**config.mk**
```make
export PLATFORM = sky130hd
export DESIGN_NAME = bist_addr_mux
export DESIGN_NICKNAME = d
export VERILOG_FILES = /design/src/rtl/bist_addr_mux.sv
export SDC_FILE = /design/constraint.sdc
export NUM_CORES = 1
export LEC_CHECK = 0
export CAP_MARGIN = 20
export CORE_MARGIN = 2
export CORE_UTILIZATION = 51
export CTS_CLUSTER_DIAMETER = 40
export CTS_CLUSTER_SIZE = 16
export DETAILED_ROUTE_END_ITERATION = 7
export GPL_ROUTABILITY_DRIVEN = 0
export GPL_TIMING_DRIVEN = 0
export PLACE_DENSITY = 0.82
export SLEW_MARGIN = 20
export SYNTH_ARGS = -nofsm -noshare
export SYNTH_HDL_FRONTEND = slang
export SYNTH_SLANG_ARGS = --single-unit
```
**constraint.sdc**
```tcl
create_clock -name clk -period 5.72 [get_ports clk]
set_clock_uncertainty 0.1 [all_clocks]
set_input_delay 1.716 -clock clk [delete_from_list [all_inputs] [get_ports clk]]
set_output_delay 1.716 -clock clk [all_outputs]
set_load 0.05 [all_outputs]
```
**src/rtl/bist_addr_mux.sv**
```systemverilog
// bist_addr_mux: registered SRAM address source for the BIST path.
// It combines an up/down BIST sweep counter with the functional/test address select.
// Optional macro BIST_ADDR_COMPL_EN adds the addr_compl input. When that input is set
// in test mode, addr_out carries the bitwise complement of the sweep counter.
module bist_addr_mux #(
    parameter int unsigned ADDR_W = 6
) (
    input  logic              clk,
    input  logic              rst,
    input  logic              test_mode,
    input  logic [ADDR_W-1:0] func_addr,
    input  logic              start,
    input  logic              dir,
    input  logic              step,
`ifdef BIST_ADDR_COMPL_EN
    input  logic              addr_compl,
`endif
    output logic [ADDR_W-1:0] addr_out,
    output logic              busy,
    output logic              last,
    output logic              done
);

    localparam logic [ADDR_W-1:0] ADDR_MAX = '1;
    localparam logic [ADDR_W-1:0] ADDR_MIN = '0;

    typedef enum logic {
        IDLE  = 1'b0,
        SWEEP = 1'b1
    } state_e;

    state_e            state_q, state_d;
    logic [ADDR_W-1:0] cnt_q, cnt_d;
    logic              dir_q, dir_d;
    logic              done_q, done_d;
    logic [ADDR_W-1:0] addr_q, addr_d;
    logic              at_final;

    // The final address depends on the latched direction. An ascending sweep ends at the top address.
    assign at_final = dir_q ? (cnt_q == ADDR_MIN) : (cnt_q == ADDR_MAX);

    // State, counter and output registers with synchronous reset.
    always_ff @(posedge clk) begin
        if (rst) begin
            state_q <= IDLE;
            cnt_q   <= '0;
            dir_q   <= 1'b0;
            done_q  <= 1'b0;
            addr_q  <= '0;
        end else begin
            state_q <= state_d;
            cnt_q   <= cnt_d;
            dir_q   <= dir_d;
            done_q  <= done_d;
            addr_q  <= addr_d;
        end
    end

    // Next-state logic: load on start in IDLE, then step toward the final address with no wrap.
    always_comb begin
        state_d = state_q;
        cnt_d   = cnt_q;
        dir_d   = dir_q;
        done_d  = 1'b0;
        case (state_q)
            IDLE: begin
                if (start) begin
                    cnt_d   = dir ? ADDR_MAX : ADDR_MIN;
                    dir_d   = dir;
                    state_d = SWEEP;
                end
            end
            SWEEP: begin
                if (step) begin
                    if (at_final) begin
                        state_d = IDLE;
                        done_d  = 1'b1;
                    end else if (dir_q) begin
                        cnt_d = cnt_q - ADDR_W'(1);
                    end else begin
                        cnt_d = cnt_q + ADDR_W'(1);
                    end
                end
            end
            default: begin
                state_d = IDLE;
            end
        endcase
    end

    // Address select is independent of the FSM. test_mode only steers the output.
    always_comb begin
        addr_d = func_addr;
        if (test_mode) begin
`ifdef BIST_ADDR_COMPL_EN
            addr_d = addr_compl ? ~cnt_q : cnt_q;
`else
            addr_d = cnt_q;
`endif
        end
    end

    assign addr_out = addr_q;
    assign done     = done_q;
    assign busy     = (state_q == SWEEP);
    assign last     = (state_q == SWEEP) && at_final;

endmodule

```
# == Word level (Yosys, flattened, before mapping) ==
# Cells that the tools add are included.
# W data, S select, Z words.
# word_totals
out_inout_bits,9
ram_bits,0
mem_bits_ro,0
inputBits,12
latchBits,0
regBits,15
mem_count,0
# op_classes
n_bitwise,2
n_div,0
reduce_logical,5
n_mux,13
eq_ne,4
magnitude_cmp,0
shifts,0
addsub,2
n_mul,0
# ops
operator,n
$mux W6,6
$pmux W6 S2,1
$add A6 B1 Y6 const B,1
$eq A6 B6 Y1 const B,1
$logic_not A6 Y1,1
$ne A2 B2 Y1 const B,3
$sub A6 B1 Y6 const B,1
$mux W1,5
$reduce_and A3 Y1,1
$reduce_or A3 Y1,1
$not A1 Y1,2
$pmux W1 S2,1
$reduce_and A2 Y1,1
$logic_and A1 B1 Y1,1

# == Logic depth before layout (Yosys ltp) ==
# logic_depth
ltp_word,5
mapped_depth,7

# == Worst setup path after synthesis ==
# OpenSTA, ideal clock, no wires.
# synth_path
kind,reg-to-output
startpoint,"register state_q, in the netlist busy"
endpoint,output last
setup_slack_ns,2.239
stages_incl_launch_ff,4
t_arrival_ns,1.665
path_cell_list,dfxtp_1 -> buf_2 -> inv_1 -> nor2_1
# synth_via
elab_chain_len,1
# synth_lines
item,line_no,rtl
from (decl),32,"state_e state_q, state_d;"
from (signal assigned),51,state_q <= state_d;
$logic_and A1 B1 Y1,106,assign last = (state_q == SWEEP) && at_final;
to (decl),20,"output logic last,"
# Every way passes these cells.

# == Worst setup path in the final report ==
# layout_path
startpoint,register cnt_q[3]
endpoint,output last
# layout_via
elab_chain_len,3
word_cells_on_any_way,4
cone_classes,eq/ne: 1; mux: 1; reduce/logical: 2
# layout_lines
item,line_no,rtl
from (decl),33,"logic [ADDR_W-1:0] cnt_q, cnt_d;"
from (signal assigned),52,cnt_q <= cnt_d;
$eq A6 B6 Y1 or $logic_not A6 Y1 (tied branches),40,assign at_final = dir_q ? (cnt_q == ADDR_MIN) : (cnt_q == ADDR_MAX);
$mux W1 (*),40,
$logic_and A1 B1 Y1 (*),106,
# Every way passes the cells marked *; elsewhere a longest branch is shown, timed or not.

==> run summary <==
The final worst-path cycle share was 0.713. The tree is rooted in a clkbuf_4. The max-slew violation total from the final report is 0. The floorplan has 14 rows. Post-detailed-route wirelength per cell: 13.3 um. Relative to the synthesized area, the layout overhead comes to 28.0%.

Input and output buffers added on the ports amount to 19. By area the synthesized netlist is led by dfxtp_1 (36%), mux2i_1 (9.5%), nor2_1 (7.1%). The adder and majority cell fraction of the synthesized area was 0.0828; the portion of netlist area occupied by mux cells was 0.0947. The area share of the largest cell type after synthesis was 0.355. The tightest hold path in the finished design has a slack of 0.469 ns. For the max-capacitance violation count, the log shows 0. Before CTS, the worst setup slack after placement is 1.94 ns. Data on the critical path arrives at its endpoint at 2.26 ns. After detailed routing, no signal wire sits above met4.

For this run, the top clock speed supported by timing is 245 MHz. In the routed design, unresolved DRC markers number 0. The vertical extent of the die was 44.7 um. Number of top-level pins: 21.

TritonCTS built the clock tree. In the synthesized netlist, the number of instances is 93. The average via count per standard cell was 5.70; the number of buffers created by CTS was 3. The tools report the startpoint kind of the worst setup timing path as a flip-flop. The share of flip-flops with an asynchronous set or reset after synthesis came out at 0. Setup violations remaining at the end of the flow were counted as 0. Among all flip-flop cells after synthesis, the most frequent one is dfxtp_1. The minimum clock period is 4.08 ns, and the area of the die is 2000 um2. The final net count came out at 134. Wire segments on met2 add up to 811 um in the final route. For the number of global-route vias before repair, the log shows 635.

The combinational family with the most area after synthesis was simple AND/OR/NAND/NOR gates. The area fraction in compound gates after synthesis came out at 0.185. The maximum clock insertion buffer count was 2; the flop and latch count out of synthesis was 15. The simple logic cell fraction of the synthesized area is 0.200, and the met1 wire length is 817 um. For this block, the initial DRC count from the detailed router was 23. The all-layer global routing usage is 0.202.

The number of antenna violations at the first check in global routing is 0. The half-perimeter wire length after detailed placement came out at 1.39 mm. The highest fanout seen on the critical path came out at 5. The largest area contributor in the synthesized netlist is dfxtp_1. The Yosys step of the flow raised 0 warnings. After filler insertion, the fill cell instance count of the layout stands at 124. Entering global routing, the biggest net connects 11 pins.

The run gives 0.158 mV as the largest voltage drop on the vdd net. The part of the Yosys area used for sequential elements was 0.355; the clock transition at the registers of the reported paths was 0.09 ns. Before antenna repair, the detailed router went through 4 iterations. Dividing total power by cell area gives a power density of 234 nW/um2. The tools report the multi-input gate area in the final layout as 510 um2. Summing all flip-flop and latch instances after layout gives 300 um2.

Excluding fillers, the count of instances in the completed layout stands at 132. The worst path setup slack after routing was 1.64 ns. The total count of hold-check failures in the final report was 0; the post-route setup TNS was 0 ns.

After detailed placement, the design holds a cell count of 128. Share of the core filled with cells: 0.710. The run gives 0 as the remaining antenna violation count after routing. Summing over every cut layer, the via total after detailed routing is 753.

The tools report the static power due to leakage as 0.468 nW. The area share of xor/xnor cells in the synthesized design is 0.0414. The category of the worst setup path capture point was a primary output. The clock reaches the later pin of the worst-skew pair after 0.28 ns. Data on the critical path is required at its endpoint by 3.90 ns. The tools report the post-cts hold buffer count as 0. Setup repair after global routing left no endpoint under its margin. When the netlist entered floorplanning its net count stood at 110. The fraction of final layout cells sized beyond drive strength 1 works out to 0.0690.

The run gives 846 um2 as the post-synthesis instance area. The die span in x was 44.7 um; the per-instance average area after synthesis was 9.09 um2. Once the clock tree was built, the resizer swapped 0 gates to a different size.

The number of H-tree branching levels was 1; the number of enable-type register cells in the synthesized netlist was 0. The region available for standard cell placement spans 1520 um2. The tightest slew margin relative to the limit came out at 0.663.

The number of setup buffers added after CTS is 0. The tools report the first-pass GRT wire length as 2.92 mm. The worst-margin pin slew is 0.504 ns, and the total inserted antenna cells is 0.

For the met3 wire length, the log shows 90 um. The logs give 0.555 for the effective utilization at floorplan and 15 for the sink count of the clock tree. Class of the tightest hold or removal check: flip-flop to flip-flop. The logs give 31 for the number of distinct library cells after synthesis and 0 for the final global-route overflow total. The final layout contains routed wiring with a total length of 1.76 mm.

The run finished with clean final reports. The critical path is of the flip-flop to primary output type.
==> final timing paths <==
check	startpoint	endpoint	slack, ns	cells after the start
max	cnt_q[3]	last	1.64	5
min	cnt_q[3]	cnt_q[3]	0.47	2
max reg2reg	dir_q	cnt_q[4]	3.68	7
min reg2reg	cnt_q[3]	cnt_q[3]	0.47	2
==> area by class of cell <==
cell class,count,area share
flip-flops and latches,15,0.277
multi-input cells,69,0.472
plain buffers,3,0.0116
repair buffers,19,0.176
clock buffers,4,0.0243
well taps,16,0.0185
inverters,6,0.0208
==> kinds of logic (layout without fill, tap and decap cells) <==
logic type	Yosys count	in the layout
AOI/OAI and AO/OA	20	20
xor gates and xnor gates	4	4
adders and majority gates	5	5
buffers and inverters	9	32
DFF	15	15
muxes	8	8
and+or+nand+nor	32	32
==> metal layers <==
| metal | GRT usage | up-vias |
|---|---|---|
| met4 | 0.109 | 0 |
| met5 | 0 | - |
| met1 | 0.271 | 349 |
| met3 | 0.0280 | 4 |
| met2 | 0.313 | 22 |
| li1 | - | 378 |
==> synth_stat cells, types with 3 or more instances <==
| cell | number |
|---|---|
| nor2_1 | 16 |
| dfxtp_1 | 15 |
| inv_1 | 6 |
| nand2_1 | 3 |
| mux2i_1 | 8 |
| ha_1 | 4 |
| xor2_1 | 3 |
| a21oi_1 | 6 |
==> layout by cell type (no fill, tap or decap), types with 2 or more instances in the layout <==
| cell type | netlist | routed |
|---|---|---|
| a21oi_1 | 6 | 6 |
| nor2b_1 | 2 | 2 |
| nand2_1 | 3 | 3 |
| dfxtp_1 | 15 | 15 |
| a21o_1 | 2 | 2 |
| mux2i_1 | 8 | 8 |
| a221oi_1 | 2 | 2 |
| xor2_1 | 3 | 3 |
| nor2_1 | 16 | 16 |
| clkdlybuf4s50_1 | 0 | 19 |
| nand2b_1 | 2 | 2 |
| a31oi_1 | 2 | 2 |
| nor3_1 | 2 | 2 |
| nand4_1 | 2 | 2 |
| o21ai_0 | 2 | 2 |
| inv_1 | 6 | 6 |
| clkbuf_1 | 2 | 3 |
| clkbuf_4 | 0 | 3 |
| ha_1 | 4 | 4 |
==> power breakdown <==
group          internal, mW  switching, mW
combinational        0.0317         0.0404
sequential            0.112        0.00878
clock                0.0271         0.0334
total                 0.171         0.0826
==> stage by stage <==
step | cell area, um2 | power (mW)
finish | 1080 | 0.254
detailed placement | 1060 | 0.196
floorplan | 846 | 0.172
global route | 1080 | 0.270
global placement | 1060 | 0.194
CTS | 1080 | 0.256
==> flip-flops by register name (all words and copies together), names as in the netlist <==
signal,flops
busy,1
addr_out,6
dir_q,1
cnt_q,6
done,1
==> worst max-delay path, stage by stage (launching register included) <==
cell and delay [ns]:
dfxtp_1 0.38, nor4_2 0.31, nand3_2 0.16, and2_1 0.24, nor2_1 0.09, clkdlybuf4s50_1 0.81
(Power assumes the default switching activity.)
